--- config.mk ---
export PLATFORM = sky130hd
export DESIGN_NAME = gray_count_decoder
export DESIGN_NICKNAME = d
export VERILOG_FILES = /design/src/rtl/gray_count_decoder.sv
export SDC_FILE = /design/constraint.sdc
export NUM_CORES = 1
export LEC_CHECK = 0
export BUFFER_PORTS_ARGS = -buffer_cell sky130_fd_sc_hd__buf_2
export CORE_MARGIN = 1.5
export CORE_UTILIZATION = 50
export CTS_CLUSTER_SIZE = 40
export DETAILED_ROUTE_END_ITERATION = 6
export PLACE_DENSITY = 0.71
export SYNTH_ARGS = -nofsm -noshare
export SYNTH_HDL_FRONTEND = slang
export SYNTH_SLANG_ARGS = --single-unit
--- constraint.sdc ---
create_clock -name clk -period 5.3 [get_ports clk]
set_clock_uncertainty 0.05 [all_clocks]
set_input_delay 0.53 -clock clk [delete_from_list [all_inputs] [get_ports clk]]
set_output_delay 0.53 -clock clk [all_outputs]
set_load 0.01 [all_outputs]
--- src/rtl/gray_count_decoder.sv ---
// Gray-code receiver: registers an incoming Gray sample, decodes it to binary
// and classifies it against the previous accepted sample as +1, -1, hold or
// an illegal jump. Tracks a saturating error count and a lock indication.
module gray_count_decoder #(
  parameter int N        = 4,
  parameter int ERR_W    = 8,
  parameter int LOCK_CNT = 4
) (
  input  logic             clk,
  input  logic             reset,
  input  logic [N-1:0]     gray_in,
  input  logic             gray_valid,
  output logic [N-1:0]     bin_out,
  output logic             bin_valid,
  output logic             step_up,
  output logic             step_down,
  output logic             err,
  output logic [ERR_W-1:0] err_count,
  output logic             locked
);

  typedef enum logic [1:0] {
    UNSYNC = 2'd0,
    TRACK  = 2'd1,
    LOCKED = 2'd2
  } state_t;

  state_t         state;
  logic [N-1:0]   gray_s1;
  logic           valid_s1;
  logic [N-1:0]   bin_dec;
  logic [N-1:0]   prev_bin;
  logic [N-1:0]   diff;
  logic [7:0]     lock_cnt;
  logic           is_up;
  logic           is_down;
  logic           is_hold;

  // Each binary bit is the XOR of all Gray bits at or above its position;
  // writing it as a reduction avoids a ripple chain through bin_dec itself.
  generate
    for (genvar gi = 0; gi < N; gi++) begin : g_decode
      assign bin_dec[gi] = ^gray_s1[N-1:gi];
    end
  endgenerate

  // Modular difference against the last accepted sample drives classification.
  assign diff    = bin_dec - prev_bin;
  assign is_up   = (diff == N'(1));
  assign is_down = (diff == {N{1'b1}});
  assign is_hold = (diff == '0);
  assign bin_out = prev_bin;

  // Stage 1: capture the raw Gray sample and its qualifier.
  always_ff @(posedge clk) begin
    if (!reset) begin
      gray_s1  <= '0;
      valid_s1 <= 1'b0;
    end else begin
      gray_s1  <= gray_in;
      valid_s1 <= gray_valid;
    end
  end

  // Stage 2: decode, classify, run the lock FSM and register every output.
  always_ff @(posedge clk) begin
    if (!reset) begin
      state     <= UNSYNC;
      prev_bin  <= '0;
      bin_valid <= 1'b0;
      step_up   <= 1'b0;
      step_down <= 1'b0;
      err       <= 1'b0;
      err_count <= '0;
      locked    <= 1'b0;
      lock_cnt  <= 8'd0;
    end else begin
      bin_valid <= valid_s1;
      step_up   <= 1'b0;
      step_down <= 1'b0;
      err       <= 1'b0;
      if (valid_s1) begin
        // prev follows every accepted sample, errors included, so a single
        // glitch produces one error rather than a cascade.
        prev_bin <= bin_dec;
        case (state)
          UNSYNC: begin
            state    <= TRACK;
            lock_cnt <= 8'd0;
          end
          TRACK: begin
            if (is_up || is_down) begin
              step_up   <= is_up;
              step_down <= is_down;
              lock_cnt  <= lock_cnt + 8'd1;
              if (lock_cnt == 8'(LOCK_CNT - 1)) begin
                state  <= LOCKED;
                locked <= 1'b1;
              end
            end else if (!is_hold) begin
              err      <= 1'b1;
              lock_cnt <= 8'd0;
              if (err_count != {ERR_W{1'b1}}) begin
                err_count <= err_count + ERR_W'(1);
              end
            end
          end
          LOCKED: begin
            if (is_up || is_down) begin
              step_up   <= is_up;
              step_down <= is_down;
            end else if (!is_hold) begin
              err      <= 1'b1;
              locked   <= 1'b0;
              lock_cnt <= 8'd0;
              state    <= TRACK;
              if (err_count != {ERR_W{1'b1}}) begin
                err_count <= err_count + ERR_W'(1);
              end
            end
          end
          default: begin
            state <= UNSYNC;
          end
        endcase
      end
    end
  end

endmodule

Yosys cells after proc, flatten, opt, wreduce, memory -nomap -nowiden
Cells that the tools add are included.
{"block": "totals", "regBits": 32, "inputBits": 7, "out_inout_bits": 17, "wordCells": 59}
{"block": "classes", "n_addsub": 3, "n_eq_ne": 10, "n_mux": 15, "n_bitwise": 5, "reduce_logical": 15}
{"cell": "8-bit two-way mux", "n": 3}
{"cell": "8-bit one-hot mux with 3 select lines", "n": 1}
{"cell": "8-bit by 1-bit adder with 8-bit output (second input constant)", "n": 2}
{"cell": "5-bit AND reduction", "n": 2}
{"cell": "8-bit by 2-bit equality test with 1-bit output (second input constant)", "n": 1}
{"cell": "2-bit two-way mux", "n": 4}
{"cell": "2-bit != test (second input constant)", "n": 4}
{"cell": "8-bit != test (second input constant)", "n": 1}
{"cell": "2-bit one-hot mux with 3 select lines", "n": 1}
{"cell": "6-bit AND reduction", "n": 1}
{"cell": "1-bit two-way mux", "n": 5}
{"cell": "1-bit inverter", "n": 5}
{"cell": "4-bit by 1-bit equality test with 1-bit output (second input constant)", "n": 1}
{"cell": "4-bit equality test (second input constant)", "n": 1}
{"cell": "4-bit zero test", "n": 1}
{"cell": "4-bit AND reduction", "n": 1}
{"cell": "4-bit OR reduction", "n": 1}
{"cell": "4-bit parity", "n": 1}
{"cell": "4-bit subtractor", "n": 1}
{"cell": "3-bit AND reduction", "n": 1}
{"cell": "3-bit nonzero test", "n": 1}
{"cell": "3-bit parity", "n": 1}
{"cell": "2-bit by 1-bit equality test with 1-bit output (second input constant)", "n": 1}
{"cell": "2-bit equality test (second input constant)", "n": 1}
{"cell": "other kinds (6)", "n": 6}

Depth between registers and ports, before layout
{"block": "depth", "word_depth": 6, "depth_mapped": 11, "mapped_depth_nobuf": 11}

Worst setup path before layout
No wires, ideal clock.
{"block": "synth_timing", "kind": "register -> register", "start": "register gray_s1[3]", "end": "register lock_cnt[4]", "setup_time_ns": 0.069, "arrival_time_ns": 2.813, "required_time_ns": 5.181, "path_slack_ns": 2.368, "path_stages_with_launch": 12, "n_path_buf": 0, "period_less_slack_ns": 2.932, "cell_sequence": "dfxtp_1 > xnor2_1 > xnor2_1 > xnor2_1 > ha_1 > fa_1 > xor2_1 > or2_1 > a2111o_1 > a41oi_4 > a21oi_1 > o21ai_1"}
{"block": "synth_via", "elab_chain_cells": 6, "elab_cells_between_ends": 14, "classes_between": "add/sub: 1; eq/ne: 3; mux: 4; reduce/logical: 6"}
{"item": "start, declared", "line_no": "29", "rtl": "logic [N-1:0] gray_s1;"}
{"item": "start signal, assigned", "line_no": "60", "rtl": "gray_s1 <= gray_in;"}
{"item": "3-bit parity *", "line_no": "43", "rtl": "assign bin_dec[gi] = ^gray_s1[N-1:gi];"}
{"item": "via bin_dec[1]", "line_no": "31", "rtl": "logic [N-1:0] bin_dec;"}
{"item": "4-bit subtractor *", "line_no": "48", "rtl": "assign diff = bin_dec - prev_bin;"}
{"item": "4-bit zero test, or another cell as far along", "line_no": "51", "rtl": "assign is_hold = (diff == '0);"}
{"item": "8-bit two-way mux or 1-bit logical OR (tied branches)"}
{"item": "8-bit two-way mux, or another cell as far along"}
{"item": "8-bit one-hot mux with 3 select lines or 3-bit AND reduction (tied branches)"}
{"item": "end signal, assigned", "line_no": "95", "rtl": "lock_cnt <= lock_cnt + 8'd1;"}
{"item": "end, declared", "line_no": "34", "rtl": "logic [7:0] lock_cnt;"}
The timed path passes the listed nets; every way through them passes the cells marked *. The select of a mux whose other input is x is not followed.
A chain may end at the register's enable or synchronous reset.

Worst setup path in the final report
{"block": "layout_timing", "start": "register gray_s1[3]", "end": "register lock_cnt[7]"}
The elaborated chain is that of the path after synthesis.

==> flow_summary.yaml <==
critical_path:
  rr_endpoint: "lock_cnt[7]"
  r2r_cells: 11
  crit_type: "reg2reg"
  critical_path_required_ns: 5.52
  r2r-start: "gray_s1[3]"
  crit_chain: "xnor2_1 -> xnor2_1 -> xnor2_1 -> ha_1 -> fa_1 -> xor2_1 -> or2_1 -> a2111o_1 -> a41oi_4 -> a21oi_1 -> o21ai_1"
  critPathLaunchType: "flip-flop"
  reg2reg_slack_ns: 2.04
  arrival_ns: 3.48
  cpPeakStageDelay_ns: 0.47
  crit_top_cell: "xnor2_1"
  critPathSlowestCell: "a2111o_1"
  path_max_fanout: 8
  crit_path_end_kind: "flip-flop"
sta:
  slew_viol_final: 0
  max_freq_ghz: 0.307
  setup_tns_ns: 0
  period_minus_slack_ns: 3.26
  final_hold_viol_count: 0
  setup_viol: 0
  relSlewSlack: 0.620
  finalCritPeriodShare: 0.615
  worst_slew_pin_slew_ns: 0.569
  rsz0062_at_grt: "no"
logic_synthesis:
  async_reset_ff_frac: 0
  ys_seq_area_frac: 0.384
  yosys.area_share.simple: 0.235
  ys_top_cells_by_count: "dfxtp_1, nand2_1, inv_1"
  ys_seq_elements: 32
  syn_avg_cell_area_um2: 9.13
  synth.area.top_cells: "dfxtp_1, ha_1, mux2i_1"
  synth_edf_count: 0
  synth_cells: 183
  synthAdderAreaFrac: 0.0794
  yosysWarnings: 0
  yosys.area.top_type_share: 0.384
  netlist_area_um2: 1670
  synth_area_leader_cell: "dfxtp_1"
  synth_ff_type: "dfxtp_1"
  synth_top_family_by_area: "simple AND/OR/NAND/NOR gates"
  synth_xor_xnor_area_share: 0.0472
  synth-compound-area-share: 0.172
  yosysMostFrequentCell: "dfxtp_1"
  syn_nets: 200
  synthMuxAreaShare: 0.0419
  synth_cell_type_count: 40
cells_and_area:
  final_layout_size_suffix_gt1_frac: 0.167
  area.growth.synth_to_final_pct: 12.5
  nets: 225
  n_fill_cell: 304
  utilization: 0.606
  antenna_cells: 0
cts:
  post_cts_buffers: 0
  cts_max_level: 2
  tritoncts: "done"
  clk_pin_slew_ns: 0.09
  clockBufferDepth: 2
  cts_resized: 0
  root_buffer: "clkbuf_4"
  clk_latency_ns: 0.34
  cts_sinks: 32
  postCtsHoldBufs: 0
  cts_made_buffers: 5
detailed_routing:
  first_iter_violations: 52
  wl_mm: 3.26
  num_vias: 1371
  ant_nets: 0
  drt_first_pass_iters: 4
  viasPerCell: 5.42
  routedWlPerCell_um: 12.9
  drc: 0
placed_design:
  place_congestion: 0.870
  portBuffers: 23
  dp_hpwl_mm: 2.37
worst_hold_path:
  hp-class: "in2reg"
  holdCritStartpoint: "gray_in[3]"
  min_to: "gray_s1[3]"
  holdPathStages: 2
floorplanning:
  core-area_um2: 3100
  die_area_um2: 3700
  row_count: 20
  ioPinCount: 24
  die_h_um: 60.8
  start_util: 0.538
  die_w_um: 60.8
power:
  p_total_uw: 499
  p_leak_uw: 0.000756
  p_per_area_nw_per_um2: 265
  peakVddDrop_uv: 150
status:
  outcome: "complete, no violations"
global_routing:
  grt_pass1_wl_mm: 5.31
  gr-usage-all-layers: 0.199
  grt_pass1_vias: 1244
  antenna_found_initial: 0
  grt_max_degree: 25
  overflow: 0
run:
  maxCapViolCount: 0
==> power by group <==
group / leakage [µW] / switching (µW) / internal, µW
Sequential: 0.000260 / 7.30 / 247
Combinational: 0.000463 / 64.6 / 36.4
Clock: 0.0000326 / 78.0 / 65.3
==> through the flow <==
| stage | setup WS (ns) | cell area [µm²] | hold slack [ns] | instances |
|---|---|---|---|---|
| 4_1_cts | 2.04 | 1880 | 0.330 | 253 |
| 2_1_floorplan | 2.37 | 1670 | 0.391 | 183 |
| 6_report | 2.04 | 1880 | 0.342 | 253 |
| 5_1_grt | 1.80 | 1880 | 0.324 | 253 |
| 3_3_place_gp | 2.22 | 1820 | 0.412 | 245 |
| 3_5_place_dp | 2.04 | 1820 | 0.420 | 245 |
==> critical path, delay by kind of cell (launching register included) <==
family          cells  cell delay (ns)
flops               1             0.34
compound gates      4             1.04
simple gates        1             0.25
xor+xnor            4             0.90
fa+ha+maj           2             0.61
==> worst max-delay path by stage <==
stage / endpoint / startpoint / slack (ns)
2_1_floorplan: lock_cnt[4] / gray_s1[3] / 2.37
3_3_place_gp: state[1] / gray_s1[3] / 2.22
3_5_place_dp: lock_cnt[7] / gray_s1[3] / 2.04
4_1_cts: lock_cnt[4] / gray_s1[3] / 2.04
5_1_grt: lock_cnt[5] / gray_s1[3] / 1.80
6_report: lock_cnt[7] / gray_s1[3] / 2.04
==> cells in the final DEF, fill, tap and decap left out, drive strengths merged, types with 4 or more instances in the layout <==
cell type / netlist / routed
clkbuf: 4 / 8
nand3: 8 / 8
nand4: 6 / 6
nand2b: 4 / 4
and2: 7 / 7
o21ai: 12 / 12
nand2: 17 / 17
a21oi: 8 / 8
a21o: 4 / 4
ha: 9 / 9
buf: 1 / 23
a211oi: 5 / 5
inv: 13 / 13
xnor2: 6 / 6
nor3: 4 / 4
nor2: 10 / 10
mux2i: 7 / 7
dfxtp: 32 / 32
==> flip-flops by register name (all words and copies together), names as in the netlist <==
| signal | flops |
|---|---|
| bin_valid | 1 |
| err_count | 8 |
| step_down | 1 |
| err | 1 |
| state | 2 |
| valid_s1 | 1 |
| lock_cnt | 8 |
| locked | 1 |
| bin_out | 4 |
| step_up | 1 |
| gray_s1 | 4 |
==> logic make-up (layout without fill, tap and decap cells) <==
group / after synthesis / after routing
simple gates: 70 / 70
xor+xnor: 9 / 9
compound gates: 37 / 37
buf+inv: 18 / 44
fa+ha+maj: 10 / 10
mux: 7 / 7
flops: 32 / 32
==> final cells by class <==
class	count	area, µm²	share of cell area
clock buffers	8	58.8	0.0313
inverters	13	48.8	0.0260
multi-input cells	133	961	0.511
flip-flops and latches	32	641	0.341
well taps	44	55.1	0.0293
repair buffers	23	115	0.0613
==> layer usage <==
| layer | GRT usage | part of all wire | up-vias |
|---|---|---|---|
| met1 | 0.232 | 0.48 | 618 |
| met5 | 0 | 0 | - |
| met3 | 0.0832 | 0.049 | 13 |
| li1 | - | - | 704 |
| met4 | 0.118 | 0.033 | 0 |
| met2 | 0.307 | 0.44 | 36 |
Power figures use the tool's default switching activity.
